[src/rtl/cpu31_pkg.sv]
// Shared constants and types for the CPU31 fetch / IF-ID boundary.
package cpu31_pkg;

    localparam logic [31:0] RESET_PC = 32'h0040_0000;
    localparam logic [31:0] NOP_WORD = 32'h0000_0000;

    localparam int OP_HI    = 31;
    localparam int OP_LO    = 26;
    localparam int RS_HI    = 25;
    localparam int RS_LO    = 21;
    localparam int RT_HI    = 20;
    localparam int RT_LO    = 16;
    localparam int RD_HI    = 15;
    localparam int RD_LO    = 11;
    localparam int SHAMT_HI = 10;
    localparam int SHAMT_LO = 6;
    localparam int FUNC_HI  = 5;
    localparam int FUNC_LO  = 0;
    localparam int IMM_HI   = 15;
    localparam int IMM_LO   = 0;
    localparam int JADDR_HI = 25;
    localparam int JADDR_LO = 0;

    typedef enum logic {
        FETCH,
        HOLD
    } fetch_state_e;

endpackage

[src/rtl/if_id_reg.sv]
// IF/ID pipeline register: synchronous flush, enable-gated load, bubble when no word arrives.
module if_id_reg
    import cpu31_pkg::*;
#(
    parameter int ADDR_W = 32
) (
    input  logic              clk,
    input  logic              rst,
    input  logic              i_en,
    input  logic              i_flush,
    input  logic              i_load,
    input  logic [ADDR_W-1:0] i_pc,
    input  logic [31:0]       i_instr,
    output logic              o_valid,
    output logic [ADDR_W-1:0] o_pc,
    output logic [31:0]       o_instr
);

    logic              r_valid;
    logic [ADDR_W-1:0] r_pc;
    logic [31:0]       r_instr;

    always_ff @(posedge clk or posedge rst) begin
        if (rst) begin
            r_valid <= 1'b0;
            r_pc    <= '0;
            r_instr <= NOP_WORD;
        end else if (i_flush) begin
            r_valid <= 1'b0;
            r_pc    <= '0;
            r_instr <= NOP_WORD;
        end else if (i_en) begin
            if (i_load) begin
                r_valid <= 1'b1;
                r_pc    <= i_pc;
                r_instr <= i_instr;
            end else begin
                // ID consumed the old word and nothing new arrived: insert a bubble.
                r_valid <= 1'b0;
            end
        end
    end

    assign o_valid = r_valid;
    assign o_pc    = r_pc;
    assign o_instr = r_instr;

endmodule

[src/rtl/if_id_stage.sv]
// CPU31 fetch stage: PC, fetch FSM, instruction-memory handshake and IF/ID field split.
module if_id_stage
    import cpu31_pkg::*;
#(
    parameter logic [31:0] RESET_PC = cpu31_pkg::RESET_PC,
    parameter int          ADDR_W   = 32
) (
    input  logic              clk,
    input  logic              rst,
    input  logic              stall,
    input  logic              redirect,
    input  logic [ADDR_W-1:0] redirect_pc,
    output logic              imem_req,
    output logic [ADDR_W-1:0] imem_addr,
    input  logic              imem_ready,
    input  logic [31:0]       imem_rdata,
    output logic              id_valid,
    output logic [ADDR_W-1:0] id_pc,
    output logic [ADDR_W-1:0] id_pc4,
    output logic [31:0]       id_instr,
    output logic [5:0]        id_op,
    output logic [4:0]        id_rs,
    output logic [4:0]        id_rt,
    output logic [4:0]        id_rd,
    output logic [4:0]        id_shamt,
    output logic [5:0]        id_func,
    output logic [15:0]       id_imm16,
    output logic [25:0]       id_jaddr,
    output logic              fetch_busy
);

    fetch_state_e      r_state;
    fetch_state_e      w_state_next;
    logic [ADDR_W-1:0] r_pc;
    logic [ADDR_W-1:0] w_pc_next;
    logic              w_fire;
    logic              w_unused_lsbs;

    assign w_unused_lsbs = ^redirect_pc[1:0];

    assign imem_req   = (r_state == FETCH) && !rst;
    assign imem_addr  = r_pc;
    assign fetch_busy = imem_req && !imem_ready;
    assign w_fire     = imem_req && imem_ready && !stall;

    always_comb begin
        w_state_next = r_state;
        w_pc_next    = r_pc;
        if (redirect) begin
            w_state_next = FETCH;
            w_pc_next    = {redirect_pc[ADDR_W-1:2], 2'b00};
        end else if (stall) begin
            w_state_next = HOLD;
        end else begin
            w_state_next = FETCH;
            if (w_fire) begin
                w_pc_next = r_pc + ADDR_W'(4);
            end
        end
    end

    // Reset parks in HOLD so the first request appears only after the first edge out of reset.
    always_ff @(posedge clk or posedge rst) begin
        if (rst) begin
            r_state <= HOLD;
            r_pc    <= ADDR_W'(RESET_PC);
        end else begin
            r_state <= w_state_next;
            r_pc    <= w_pc_next;
        end
    end

    if_id_reg #(
        .ADDR_W (ADDR_W)
    ) u_if_id_reg (
        .clk     (clk),
        .rst     (rst),
        .i_en    (!stall),
        .i_flush (redirect),
        .i_load  (w_fire),
        .i_pc    (r_pc),
        .i_instr (imem_rdata),
        .o_valid (id_valid),
        .o_pc    (id_pc),
        .o_instr (id_instr)
    );

    assign id_pc4   = id_pc + ADDR_W'(4);
    assign id_op    = id_instr[OP_HI:OP_LO];
    assign id_rs    = id_instr[RS_HI:RS_LO];
    assign id_rt    = id_instr[RT_HI:RT_LO];
    assign id_rd    = id_instr[RD_HI:RD_LO];
    assign id_shamt = id_instr[SHAMT_HI:SHAMT_LO];
    assign id_func  = id_instr[FUNC_HI:FUNC_LO];
    assign id_imm16 = id_instr[IMM_HI:IMM_LO];
    assign id_jaddr = id_instr[JADDR_HI:JADDR_LO];

endmodule

[config.mk]
export PLATFORM = sky130hd
export DESIGN_NAME = if_id_stage
export DESIGN_NICKNAME = d
export VERILOG_FILES = /design/src/rtl/cpu31_pkg.sv /design/src/rtl/if_id_reg.sv /design/src/rtl/if_id_stage.sv
export SDC_FILE = /design/constraint.sdc
export NUM_CORES = 1
export LEC_CHECK = 0
export CAP_MARGIN = 10
export CORE_ASPECT_RATIO = 1.5
export CORE_MARGIN = 1
export CORE_UTILIZATION = 38
export DETAILED_ROUTE_END_ITERATION = 12
export HOLD_SLACK_MARGIN = 0.05
export PLACE_DENSITY = 0.75
export SYNTH_ARGS = -nofsm -noshare
export SYNTH_HDL_FRONTEND = slang
export SYNTH_HIERARCHICAL = 1
export SYNTH_SLANG_ARGS = --single-unit
[constraint.sdc]
create_clock -name clk -period 1.86 [get_ports clk]
set_input_delay 0.186 -clock clk [delete_from_list [all_inputs] [get_ports clk]]
set_output_delay 0.186 -clock clk [all_outputs]
set_load 0.03 [all_outputs]
### Word-level counts from Yosys, hierarchy flattened

Cells that the tools add are included.

| operators by class | value |
|---|---|
| add/sub/neg operators | 2 |
| equal/unequal tests | 1 |
| multiplexer cells | 14 |
| bitwise operators | 1 |
| reductions and logical operators | 9 |

Operator list:

| operator | count |
|---|---|
| $mux W32 | 9 |
| $add A32 B3 Y32 const B | 2 |
| $mux W1 | 5 |
| $logic_and A1 B1 Y1 | 4 |
| $logic_not A1 Y1 | 3 |
| $ne A2 B1 Y1 const B | 1 |
| $reduce_and A2 Y1 | 1 |
| $reduce_bool A2 Y1 | 1 |
| $not A1 Y1 | 1 |

| storage, ports and cells | value |
|---|---|
| bits in registers | 98 |
| input port bits | 69 |
| word-level logic and storage cells | 32 |

### Depth between registers and ports, before layout

| logic depth | value |
|---|---|
| depth after elaboration | 7 |
| mapped depth | 6 |

### Modules after synthesis

Netlist, hierarchy kept.

Modules (own cells, without submodules):

| module | times used | cells each | area an instance (µm²) |
|---|---|---|---|
| if_id_reg | 1 | 295 | 3151.8 |
| if_id_stage | 1 | 364 | 2907.8 |

### Least setup slack after synthesis

No wires, ideal clock.

| timing | value |
|---|---|
| path kind | reg-to-output |
| start point | register u_if_id_reg.r_pc[7], in the netlist u_if_id_reg/o_pc[7] |
| end point | output id_pc4[29] |
| arrival | 2206 ps |
| path slack | -532 ps |
| cell stages (with the launch flop) | 5 |
| buffers on the path | 0 |
| path through | dfrtp_1 nand4_1 nor4_2 nand4_1 xnor2_1 |

| between the ends | value |
|---|---|
| longest elaborated chain between the ends | 1 |

RTL lines:

| item | line | RTL |
|---|---|---|
| start: declaration | if_id_reg.sv:20 | `logic [ADDR_W-1:0] r_pc;` |
| start signal: assignment | if_id_reg.sv:35 | `r_pc <= i_pc;` |
| $add A32 B3 Y32 | if_id_stage.sv:88 | `assign id_pc4 = id_pc + ADDR_W'(4);` |
| end: declaration | if_id_stage.sv:19 | `output logic [ADDR_W-1:0] id_pc4,` |

Every way passes these cells.

### Final worst setup path

| timing | value |
|---|---|
| start point | register u_if_id_reg.r_pc[7], in the netlist u_if_id_reg/o_pc[7] |
| end point | output id_pc4[20] |

The elaborated chain is that of the path after synthesis.

==> results <==
- The area growth from synthesis to layout is 64.1%.
- Setup repair after global routing could not meet its margin everywhere.
- Entering global routing, the biggest net connects 66 pins.
- The most used flip-flop cell after synthesis is dfrtp_1.
- The count of mapped cells out of synthesis is 659.
- The number of antenna diodes in the final layout is 0.
- Counting flops with a built-in enable in the synthesized netlist gives 0.
- The worst slack at placement is -0.250 ns.
- The launch instance of the worst register-to-register path is r_state.
- In this run the power density over the cells is 574 nW/um^2.
- The clock tree from TritonCTS is done.
- The synthesized design spends more area on one cell type than any other, namely dfrtp_1.
- Wires add up to between 15,000 and 20,000 um.
- The number of CTS-inserted buffers is 9.
- The number of H-tree levels is 3.
- In this run the static leakage power is around 0.0041 uW.
- At the end of routability-driven placement, the weighted congestion stood at roughly 0.85.
- The share of synthesized area in the top cell type comes to 0.388.
- The initial antenna violation count is 0.
- Each instance of the synthesized netlist takes up on average between 9 and 10 um^2.
- The die is approximately 160 um tall.
- The reg-to-reg setup timing slack is 0.03 ns.
- The final design utilization is 0.636.
- The clock-pin slew of the registers on the worst-case setup and hold paths is roughly 0.070 ns.
- Pin placement for this block handled around 270 I/O pins.
- The required time at the worst-slack endpoint is between 1.5 and 2 ns.
- The final max-slew violation count is 0.
- The total count of hold-check failures in the final report is 0.
- The DRC violation count after routing is 0.
- Once detail routing completed, the nets flagged for antenna violations numbered 0.
- The critical path goes through nand4_1 > buf_6 > nor4_2 > buf_4 > nand4_1 > xnor2_4 > buf_6.
- After clock tree synthesis, the flow added hold-fix buffers numbering 0.
- The master of the slowest instance on the critical path is dfrtp_2.
- The HPWL after detailed placement is ~14,000 um.
- The largest fanout of any net on the critical path is 4.
- After detailed routing, the average wire length per cell comes to 17.2 um.
- The end point of the worst hold path is imem_addr[21].
- For this run, the slowest stage of the critical path takes roughly 0.38 ns.
- In the final layout, flip-flops and latches occupy about 2400 um^2.
- The highest achievable clock rate is around 0.46 GHz.
- The largest vdd supply drop is 0.401 mV.
- The proportion of synthesized flip-flops having asynchronous set or reset is 1.00.
- The number of detailed-route iterations in the first pass is 5.
- The number of global-route vias before repair is approximately 5,600.
- The combined area of the multi-input logic cells is approximately 3200 um^2.
- The count of warnings emitted by yosys is 6.
- Counting instances in the post-synthesis netlist gives the leading cell types as 94 x dfrtp_1, 91 x nand3_1, 82 x buf_4.
- The sequential cell area fraction in the yosys report is 0.397.
- The clock insertion delay at the later pin of the skew report is ~0.35 ns.
- The setup skew after layout is 0.00906 ns.
- Once placement finished, the instance area stood at 9230 um^2.
- The final cycle utilization of the critical path is 1.16.
- Of the cells placed in the final design, the portion with a size suffix greater than 1 is 0.268.
- The via density per instance is around 5.2.
- dfrtp_1 is the most common cell in the netlist.
- The finished layout cell area is between 9000 and 10,000 um^2.
- At the worst endpoint, the arrival time is a little under 2 ns.
- The first global-routing pass estimated 30,000 um of wire.
- Yosys attributes the largest share of cell area to dfrtp_1 39%, buf_4 10%, a21bo_1 7.6%.
- The total overflow left after global routing is 0.
- The filler cell count in the final layout is ~1,300.
- The worst setup path is of the reg -> out kind.
- The floorplan step defined a core boundary enclosing between 15,000 and 20,000 um^2.
- The final layout contains around 1,000 nets.
- The tool flagged a number of max-cap violations equal to 0.
- The worst path in the final design needs a cycle of 2.16 ns, including I/O delays and setup.
- The setup violation total in the final timing report is 20.
- The initial core utilization is 0.388.
- The flow ran to the end, but the final reports show violations.
- The synthesis-stage register bit count is 96.
- The row count is 56.
- The final reports fail on setup timing.
- The number of cells traversed by the worst register-to-register path is 7.
- STA classifies the critical path endpoint as an output port.
- STA classifies the critical path startpoint as a flip-flop.
- The end of the worst register-to-register path is imem_addr[30].
- The count of port buffers added during placement is between 200 and 300.
- The synthesized netlist occupies a cell area of roughly 6000 um^2.
- The count of clock tree sinks is 96.
- In this run the most critical hold path is launched from redirect.
- Across every metal layer, demand over resource in global routing totals 0.234.
- Once routing completed, OpenROAD measured the worst setup slack at -0.298 ns.
- The horizontal die dimension is between 100 and 150 um.
- The routed layout has around 6,000 vias.
- The overall die area is about 16,000 um^2.
- The clock tree buffer depth is 2.
- The root buffer cell is clkbuf_16.
- In this run, distinct cell masters in the synthesized netlist total 37.
- Counting instances, the worst hold path has a depth of 3.
- After the first detailed-routing iteration, the DRC count stood at ~280.
- The type of the most critical hold path is in -> reg.
what timing repair did:
action	4_1_cts	5_1_grt
pin swaps	15	16
buffers inserted	9	9
gates resized for setup	47	21
endpoints found under the setup margin	31	32
power breakdown:
group / total, uW / leakage, uW / internal [uW] / switching [uW]
Combinational: 1280 / 0.00275 / 574 / 711
Clock: 2160 / 0.000163 / 1320 / 839
Sequential: 2260 / 0.00122 / 2180 / 84.8
Total: 5710 / 0.00414 / 4070 / 1630
worst max path at each step:
stage                              from  slack (ns)             to  cells past startpoint
finish              u_if_id_reg/o_pc[7]       -0.30     id_pc4[20]                      7
floorplan           u_if_id_reg/o_pc[2]       -0.16     id_pc4[20]                      5
CTS                 u_if_id_reg/o_pc[7]       -0.33     id_pc4[20]                      7
global placement                  stall       -0.20  imem_addr[29]                      6
global route        u_if_id_reg/o_pc[3]       -0.39     id_pc4[20]                      7
detailed placement                stall       -0.25  imem_addr[27]                      6
worst max-delay path: cells and delay by family, from the launching register on:
kind	cells	cell delay (ns)
AND/OR/NAND/NOR	3	0.55
XOR/XNOR	1	0.22
buffers and inverters	3	0.48
flip-flops	1	0.38
metrics by stage:
| step | setup TNS (ns) | power (uW) | hold slack (ns) | instances |
|---|---|---|---|---|
| after floorplan | -3.10 | 2970 | 0.287 | 662 |
| after global placement | -8.58 | 3560 | 0.502 | 1099 |
| after detailed placement | -11.77 | 3570 | 0.515 | 1099 |
| after CTS | -4.81 | 5740 | 0.171 | 1123 |
| after global routing | -6.04 | 5910 | 0.192 | 1132 |
| final | -4.22 | 5710 | 0.177 | 1132 |
logic make-up (layout without fill, tap and decap cells):
group                      count (synthesis)  count (layout)  share of synthesized area
and+or+nand+nor                          213             213                      0.187
xor gates and xnor gates                  36              36                     0.0520
DFF                                       96              96                      0.397
buffers and inverters                    136             403                      0.148
muxes                                      2               2                    0.00330
AOI/OAI and AO/OA                        173             173                      0.208
adders and majority gates                  2               2                    0.00413
other                                      1               4                   0.000619
cell type report:
type                       instances  area share
clock buffer                      10      0.0230
clock inverter                     6      0.0116
inverter                          10     0.00403
multi-input combinational        430       0.324
sequential                        96       0.245
tap                              203      0.0256
timing repair buffer             377       0.366
metal layers:
layer  vias to the layer above  part of all wire  GRT usage
met5                         -                 0          0
met4                         0             0.031      0.103
met3                        43             0.047     0.0242
met2                       231              0.54      0.433
met1                      2833              0.39      0.270
li1                       2823                 -          -
state kept, by name, summed over array words and instances, names as in the netlist:
register             flops
imem_addr               30
r_state                  1
u_if_id_reg/o_instr     32
u_if_id_reg/o_pc        32
u_if_id_reg/o_valid      1
cells in the final DEF, fill, tap and decap left out, types with 4 or more instances in the layout:
cell type / count
a21bo_1: 46
a21bo_2: 18
a21oi_1: 65
a31oi_1: 13
and2_1: 5
and3_1: 5
and4_1: 5
buf_12: 9
buf_4: 100
buf_6: 26
clkbuf_16: 9
clkdlybuf4s50_1: 236
conb_1: 4
dfrtp_1: 67
dfrtp_2: 27
dlygate4sd2_1: 4
inv_1: 7
nand2_1: 31
nand3_1: 83
nand3_2: 5
nand4_1: 21
nor2_1: 19
o211ai_1: 4
o21ai_0: 11
o31ai_1: 11
or4_1: 15
xnor2_1: 5
xnor2_2: 10
xnor2_4: 10
xor2_1: 11
No activity file was read; power rests on OpenSTA's default activity.
